File: src/rtl/dmem_avalon_bridge.sv
// MEM-stage data-memory bridge: one load/store per request onto an Avalon-MM master, stalling
// the pipeline until done. Define DMEM_MISALIGN_TRAP_EN to trap misaligned accesses.
module dmem_avalon_bridge #(
   parameter int unsigned N      = 64,
   parameter int unsigned ADDR_W = 32
) (
   input  logic              clk,
   input  logic              reset,
   input  logic              req_valid,
   input  logic              req_write,
   input  logic [N-1:0]      req_addr,
   input  logic [2:0]        req_funct3,
   input  logic [7:0]        req_byteenable,
   input  logic [N-1:0]      req_wdata,
   output logic              stall,
   output logic [N-1:0]      rdata,
   output logic              rdata_valid,
`ifdef DMEM_MISALIGN_TRAP_EN
   output logic              misalign,
`endif
   output logic [ADDR_W-1:0] avm_address,
   output logic              avm_read,
   output logic              avm_write,
   output logic [7:0]        avm_byteenable,
   output logic [N-1:0]      avm_writedata,
   input  logic [N-1:0]      avm_readdata,
   input  logic              avm_waitrequest,
   input  logic              avm_readdatavalid
);

   typedef enum logic [2:0] {
      StIdle,
      StWrite,
      StRdCmd,
      StRdWait,
      StDone
   } state_e;

   state_e              state_q, state_d;
   logic [ADDR_W-1:0]   addr_q;
   logic [2:0]          funct3_q;
   logic [7:0]          be_q;
   logic [N-1:0]        wdata_q;
   logic                write_q;
   logic [N-1:0]        rdata_q;
   logic [N-1:0]        shifted;
   logic [N-1:0]        load_data;
   logic                mis_req;
   logic                mis_done;
   logic                accept;

   // Address bits above the Avalon address width never reach the bus.
   logic unused_addr_hi;
   assign unused_addr_hi = ^req_addr[N-1:ADDR_W];

   assign accept = (state_q == StIdle) && req_valid;

`ifdef DMEM_MISALIGN_TRAP_EN
   logic mis_q;

   always_comb begin
      mis_req = 1'b0;
      unique case (req_funct3[1:0])
         2'b01:   mis_req = req_addr[0];
         2'b10:   mis_req = |req_addr[1:0];
         2'b11:   mis_req = |req_addr[2:0];
         default: mis_req = 1'b0;
      endcase
   end

   always_ff @(posedge clk) begin
      if (reset) begin
         mis_q <= 1'b0;
      end else if (accept) begin
         mis_q <= mis_req;
      end
   end

   assign mis_done = (state_q == StDone) && mis_q;
   assign misalign = mis_done;
`else
   assign mis_req  = 1'b0;
   assign mis_done = 1'b0;
`endif

   always_comb begin
      state_d   = state_q;
      stall     = 1'b1;
      avm_read  = 1'b0;
      avm_write = 1'b0;
      unique case (state_q)
         StIdle: begin
            // Combinational so the request is frozen in the same cycle it appears.
            stall = req_valid;
            if (req_valid) begin
               if (mis_req) begin
                  state_d = StDone;
               end else if (req_write) begin
                  state_d = StWrite;
               end else begin
                  state_d = StRdCmd;
               end
            end
         end
         StWrite: begin
            avm_write = 1'b1;
            if (!avm_waitrequest) begin
               state_d = StDone;
            end
         end
         StRdCmd: begin
            avm_read = 1'b1;
            if (!avm_waitrequest) begin
               state_d = StRdWait;
            end
         end
         StRdWait: begin
            if (avm_readdatavalid) begin
               state_d = StDone;
            end
         end
         StDone: begin
            stall   = 1'b0;
            state_d = StIdle;
         end
         default: state_d = StIdle;
      endcase
   end

   always_comb begin
      shifted   = avm_readdata >> {addr_q[2:0], 3'b000};
      load_data = shifted;
      case (funct3_q)
         3'b000:  load_data = {{(N-8){shifted[7]}}, shifted[7:0]};
         3'b001:  load_data = {{(N-16){shifted[15]}}, shifted[15:0]};
         3'b010:  load_data = {{(N-32){shifted[31]}}, shifted[31:0]};
         3'b100:  load_data = {{(N-8){1'b0}}, shifted[7:0]};
         3'b101:  load_data = {{(N-16){1'b0}}, shifted[15:0]};
         3'b110:  load_data = {{(N-32){1'b0}}, shifted[31:0]};
         default: load_data = shifted;
      endcase
   end

   always_ff @(posedge clk) begin
      if (reset) begin
         state_q  <= StIdle;
         addr_q   <= '0;
         funct3_q <= '0;
         be_q     <= '0;
         wdata_q  <= '0;
         write_q  <= 1'b0;
         rdata_q  <= '0;
      end else begin
         state_q <= state_d;
         if (accept) begin
            addr_q   <= req_addr[ADDR_W-1:0];
            funct3_q <= req_funct3;
            be_q     <= req_write ? req_byteenable : 8'hFF;
            wdata_q  <= req_wdata;
            write_q  <= req_write;
         end
         if ((state_q == StRdWait) && avm_readdatavalid) begin
            rdata_q <= load_data;
         end
      end
   end

   assign avm_address    = {addr_q[ADDR_W-1:3], 3'b000};
   assign avm_byteenable = be_q;
   assign avm_writedata  = wdata_q;
   assign rdata          = rdata_q;
   assign rdata_valid    = (state_q == StDone) && !write_q && !mis_done;

endmodule

File: config.mk
export PLATFORM = sky130hd
export DESIGN_NAME = dmem_avalon_bridge
export DESIGN_NICKNAME = d
export VERILOG_FILES = /design/src/rtl/dmem_avalon_bridge.sv
export SDC_FILE = /design/constraint.sdc
export NUM_CORES = 1
export LEC_CHECK = 0
export ABC_AREA = 1
export BUFFER_PORTS_ARGS = -buffer_cell sky130_fd_sc_hd__clkbuf_2
export CAP_MARGIN = 40
export CORE_UTILIZATION = 30
export CTS_BUF_LIST = sky130_fd_sc_hd__clkbuf_4 sky130_fd_sc_hd__clkbuf_8 sky130_fd_sc_hd__clkbuf_16
export DETAILED_ROUTE_END_ITERATION = 8
export HOLD_SLACK_MARGIN = 0.06
export SETUP_SLACK_MARGIN = 0.3
export SYNTH_ARGS = -nofsm -noshare
export SYNTH_HDL_FRONTEND = slang
export SYNTH_SLANG_ARGS = --single-unit
File: constraint.sdc
create_clock -name clk -period 3.8 [get_ports clk]
set_input_delay 1.14 -clock clk [delete_from_list [all_inputs] [get_ports clk]]
set_output_delay 1.14 -clock clk [all_outputs]
set_load 0.05 [all_outputs]
## Word level (Yosys, flattened, before mapping)

Cells that the tools add are included.

- Output and inout port bits: 172
- Bits in registers: 175

- Reductions and logical operators: 7
- Eq/ne operators: 13
- Mux-type cells: 11
- Shift-type cells: 1

Operator list:

| operator | count |
|---|---|
| 64-bit case mux with 6 select lines | 1 |
| 64-bit by 6-bit >> shifter with 64-bit output | 1 |
| 3-bit == test, second input constant | 4 |
| 3-bit 2-to-1 mux | 4 |
| 3-bit case mux with 4 select lines | 1 |
| 3-bit by 2-bit == test with 1-bit output, second input constant | 3 |
| 8-bit 2-to-1 mux | 1 |
| 2-bit != test, second input constant | 4 |
| 3-bit by 1-bit == test with 1-bit output, second input constant | 2 |
| 3-bit logical NOT | 2 |
| 4-bit AND reduction | 1 |
| 1-bit logical AND | 3 |
| 1-bit 2-to-1 mux | 2 |
| 2-bit 2-to-1 mux | 1 |
| 1-bit case mux with 2 select lines | 1 |
| 1-bit logical NOT | 1 |

## Logic depth before layout (Yosys ltp)

- Depth in word-level cells: 3
- Depth in mapped cells: 11

## Least setup slack after synthesis

OpenSTA, ideal clock, no wires.

- Kind: reg2out
- Start: reg state_q[0]
- End: out rdata_valid
- Data arrival time: 2.011 ns
- Cell stages (with the launch flop): 3
- Path slack: 0.649 ns
- Path through: dfxtp_1 > buf_2 > nor4_1

- Word-level cells in the longest chain between the ends: 2

RTL lines:

| item | RTL line | source |
|---|---|---|
| start, declared | 39 | `state_e state_q, state_d;` |
| start signal, assigned | 146 | `state_q <= StIdle;` |
| start signal, assigned | 154 | `state_q <= state_d;` |
| 3-bit == test | 172 | `assign rdata_valid = (state_q == StDone) && !write_q && !mis_done;` |
| 1-bit logical AND | 172 |  |
| end, declared | 17 | `output logic rdata_valid,` |

Every way passes these cells.

## Worst setup path after layout

- Start: in req_valid
- End: out stall

- Word-level cells in the longest chain between the ends: 1

RTL lines:

| item | RTL line | source |
|---|---|---|
| start, declared | 9 | `input logic req_valid,` |
| 1-bit case mux with 2 select lines | 91 | `unique case (state_q)` |
| end, declared | 15 | `output logic stall,` |

Every way passes these cells.

==> metrics <==
status finished clean; Site Rows 61; xor/xnor share of the synthesized area 0%; met3 capacity usage during global routing 5.23%; leading post-synthesis cells by instance count sky130_fd_sc_hd__nand2_1 (428), sky130_fd_sc_hd__dfxtp_1 (175), sky130_fd_sc_hd__a21oi_1 (138); synthesized-area fraction occupied by and/or/nand/nor cells between 30% and 40%; maximum capacitance violations 0; PortBufs 345; placeable core region between 20000 and 30000 sq um; # resized after CTS 0; remaining global-route overflow 0; Die Y-Extent ~170 microns; proportion of total power due to net switching roughly half; clock-pin transition on the worst setup and hold timing paths 0.08 ns; Worst-Skew Late Latency approximately 0.43 ns; Hold Violations, Final 0; slack of the worst reg-to-reg path ~1.5 ns; fraction of synthesized cell area taken by the top area cell type between 40% and 50%; vias per inst about 4.7; share of synthesized area spent on multiplexers 0%; total chip power between 7000 and 8000 uW; H-tree levels 4; antenna violations before repair 0; post-synthesis cell type count 31; pwr/cell area around 740 nW/um^2; number of vias after detailed routing between 8000 and 9000; via count of the first global-routing pass 8090; first-pass GRT wire length around 44 mm; measured slew at the worst slew-check pin 0.751 ns; share of final-layout standard cells stronger than drive strength 1 between 20% and 30%; most frequent cell after synthesis sky130_fd_sc_hd__nand2_1; Placed Area between 10000 and 15000 sq um; Final Core Density around 39%; maximum operating frequency roughly 340 MHz; relative max-transition margin between 40% and 50%; Cell Area, Synth 8530 sq um; worst flop-to-flop path startpoint addr_q[0]; start point of the worst min-delay path avm_writedata[59]; NetSw approximately 3900 uW; #FFs+latches synth 175; largest fanout on the critical path 8; Tmin final ~2.9 ns; grt met2 use between 30% and 40%; clock sink count 175; starting DRC count in detailed routing 646; TritonCTS Buffers 17; required time worst endpoint 2.66 ns; Hold Crit Class reg -> reg; unrepaired setup endpoints after global routing false; part of the cycle the worst path needs about three quarters; proportion of register bits with asynchronous set or reset after synthesis 0%; combinational family with the most area after synthesis simple AND/OR/NAND/NOR gates; Worst setup SP type input port; Worst Hold End avm_writedata[59]; worst setup path class in -> out; final setup violating endpoints 0; Placer Congestion 0.863; Compound-Gate Fraction of Synth Area between 10% and 20%; synthesized area divided by synthesized cell count 6.81 sq um; setup repair bufs after CTS 0; share of total power in the clock network 23.3%; number of instances in the synthesized netlist around 1300; post-route DRC violation count 0; post-synthesis share of cell area spent on full adders, half adders and majority gates 0%; number of synthesized flops with an enable pin 0; post-route antenna net violation count 0; CTS tree done; routed wire length per instance 15.6 microns; data arrival time of the worst path around 1.8 ns; pin count of the biggest net entering global routing 102; P&R area growth vs syn 26.5%; Antenna diodes 0; leakage power figure roughly 0.0051 uW; clock root cell sky130_fd_sc_hd__clkbuf_16; global routing's busiest layer met2; count of pins on the block boundary 381; number of cell instances on the worst register-to-register path 8; die extent in x between 150 and 200 microns; cell taking the most area after synthesis sky130_fd_sc_hd__dfxtp_1; Hold Path Stages 2; deepest clock path buffer count 2; Pins Over Slew Limit 0; post-layout net count 1713; detailed-routing iteration count for the pre-antenna-repair pass 5; post-detailed-placement half-perimeter wirelength 21.6 mm; sum of negative setup slack 0 ns; leading cell types by total area after synthesis sky130_fd_sc_hd__dfxtp_1 (41%), sky130_fd_sc_hd__nand2_1 (19%), sky130_fd_sc_hd__a21oi_1 (8.1%), sky130_fd_sc_hd__nand3_1 (6.0%), sky130_fd_sc_hd__o21ai_0 (5.7%); worst reg2reg path endpoint rdata[39]; Critical Path Sink Type output port; die footprint about 29000 sq um; summed area of non-filler cells in the final layout around 11000 sq um; all-layer global routing usage 19.8%; cts hold-fix bufs 0; most used flip-flop cell after synthesis sky130_fd_sc_hd__dfxtp_1; met1 routing resource usage after global routing roughly 26%; portion of total power attributed to sequential cells between 20 and 30%; Post-Route Skew approximately 0.021 ns; relative contribution of combinational cells to total power between 40% and 50%; largest vdd supply drop 0.294 mV; worst hold margin approximately 0.46 ns; Synthesis Warnings 0; post-synthesis sequential area ratio around two fifths; aggregate routed wire length 29.5 mm; internal portion of total power approximately 4000 uW; initial core utilization 30.6%
## cell families after synthesis
kind of cell,Yosys count
other,1
AND/OR/NAND/NOR,624
AO/OA/AOI/OAI,278
flip-flops,175
buffers and inverters,174
## cells in the final DEF (no fill, tap or decap), types with 2 or more instances in the layout
cell type                    netlist  routed
sky130_fd_sc_hd__clkinvlp_4        0       2
sky130_fd_sc_hd__o21a_1           14      14
sky130_fd_sc_hd__inv_2            10      10
sky130_fd_sc_hd__a21oi_1         138     138
sky130_fd_sc_hd__a211oi_1          2       2
sky130_fd_sc_hd__nor4_1            2       2
sky130_fd_sc_hd__nand3_1         102     102
sky130_fd_sc_hd__clkbuf_2          0     344
sky130_fd_sc_hd__o21ai_0          97      97
sky130_fd_sc_hd__clkbuf_16         0      17
sky130_fd_sc_hd__clkinv_4          0       2
sky130_fd_sc_hd__nand3_4           1       2
sky130_fd_sc_hd__nand2_2           4       4
sky130_fd_sc_hd__nor3_1            2       2
sky130_fd_sc_hd__buf_12            0       3
sky130_fd_sc_hd__inv_1            34      34
sky130_fd_sc_hd__nand2_1         428     428
sky130_fd_sc_hd__conb_1            1       3
sky130_fd_sc_hd__and2_1            4       4
sky130_fd_sc_hd__clkinv_8          0       4
sky130_fd_sc_hd__nor2_1           74      74
sky130_fd_sc_hd__buf_4            50      11
sky130_fd_sc_hd__inv_8             0       5
sky130_fd_sc_hd__o211ai_1          9       9
sky130_fd_sc_hd__o221a_2           8       8
sky130_fd_sc_hd__a21oi_2          10      10
sky130_fd_sc_hd__dfxtp_1         175     174
## cell type report
cell class / count / area, sq um
Timing Repair Buffer: 360 / 1900
Inverter: 45 / 169
Tap cell: 378 / 473
Clock inverter: 15 / 193
Multi-Input combinational cell: 905 / 4130
Clock buffer: 17 / 425
Sequential cell: 175 / 3500
Fill cell: 3020 / 17100
## state kept, by name, indices dropped and copies added (netlist names)
signal          count
funct3_q            3
avm_writedata      64
write_q             1
addr_q             32
rdata              64
avm_byteenable      8
state_q             3
## per-stage QoR
stage	setup WS, ns	std cells
2_1_floorplan	0.649	1254
3_3_place_gp	0.852	1862
3_5_place_dp	0.842	1863
4_1_cts	0.839	1895
5_1_grt	0.805	1895
6_report	0.875	1895
## critical path, cell delays in order
cell	delay [ns]
sky130_fd_sc_hd__clkbuf_2	0.11
sky130_fd_sc_hd__nand3_4	0.15
sky130_fd_sc_hd__nand2_1	0.10
sky130_fd_sc_hd__clkbuf_2	0.28
## power groups by stage
stage / Sequential [uW] / Combinational (uW) / Clock, uW
final: 2360 / 3730 / 1850
after detailed placement: 2400 / 3740 / 0
after global routing: 2410 / 4080 / 1960
after CTS: 2360 / 3750 / 1890
after global placement: 2400 / 3720 / 0
after floorplan: 3120 / 2280 / 0
## metal layers
metal	vias up	part of all wire, %
li1	4545	-
met3	33	7.0
met5	-	0
met2	264	47
met4	0	1.7
met1	4122	44
## how the worst max path moves through the flow
stage                from          end  slack (ns)  cells after the start
6_report        req_valid        stall        0.87                      4
5_1_grt         req_valid        stall        0.81                      4
3_5_place_dp    req_valid        stall        0.84                      4
3_3_place_gp    req_valid        stall        0.85                      4
4_1_cts         req_valid        stall        0.84                      4
2_1_floorplan  state_q[0]  rdata_valid        0.65                      2
(Power assumes the default switching activity.)
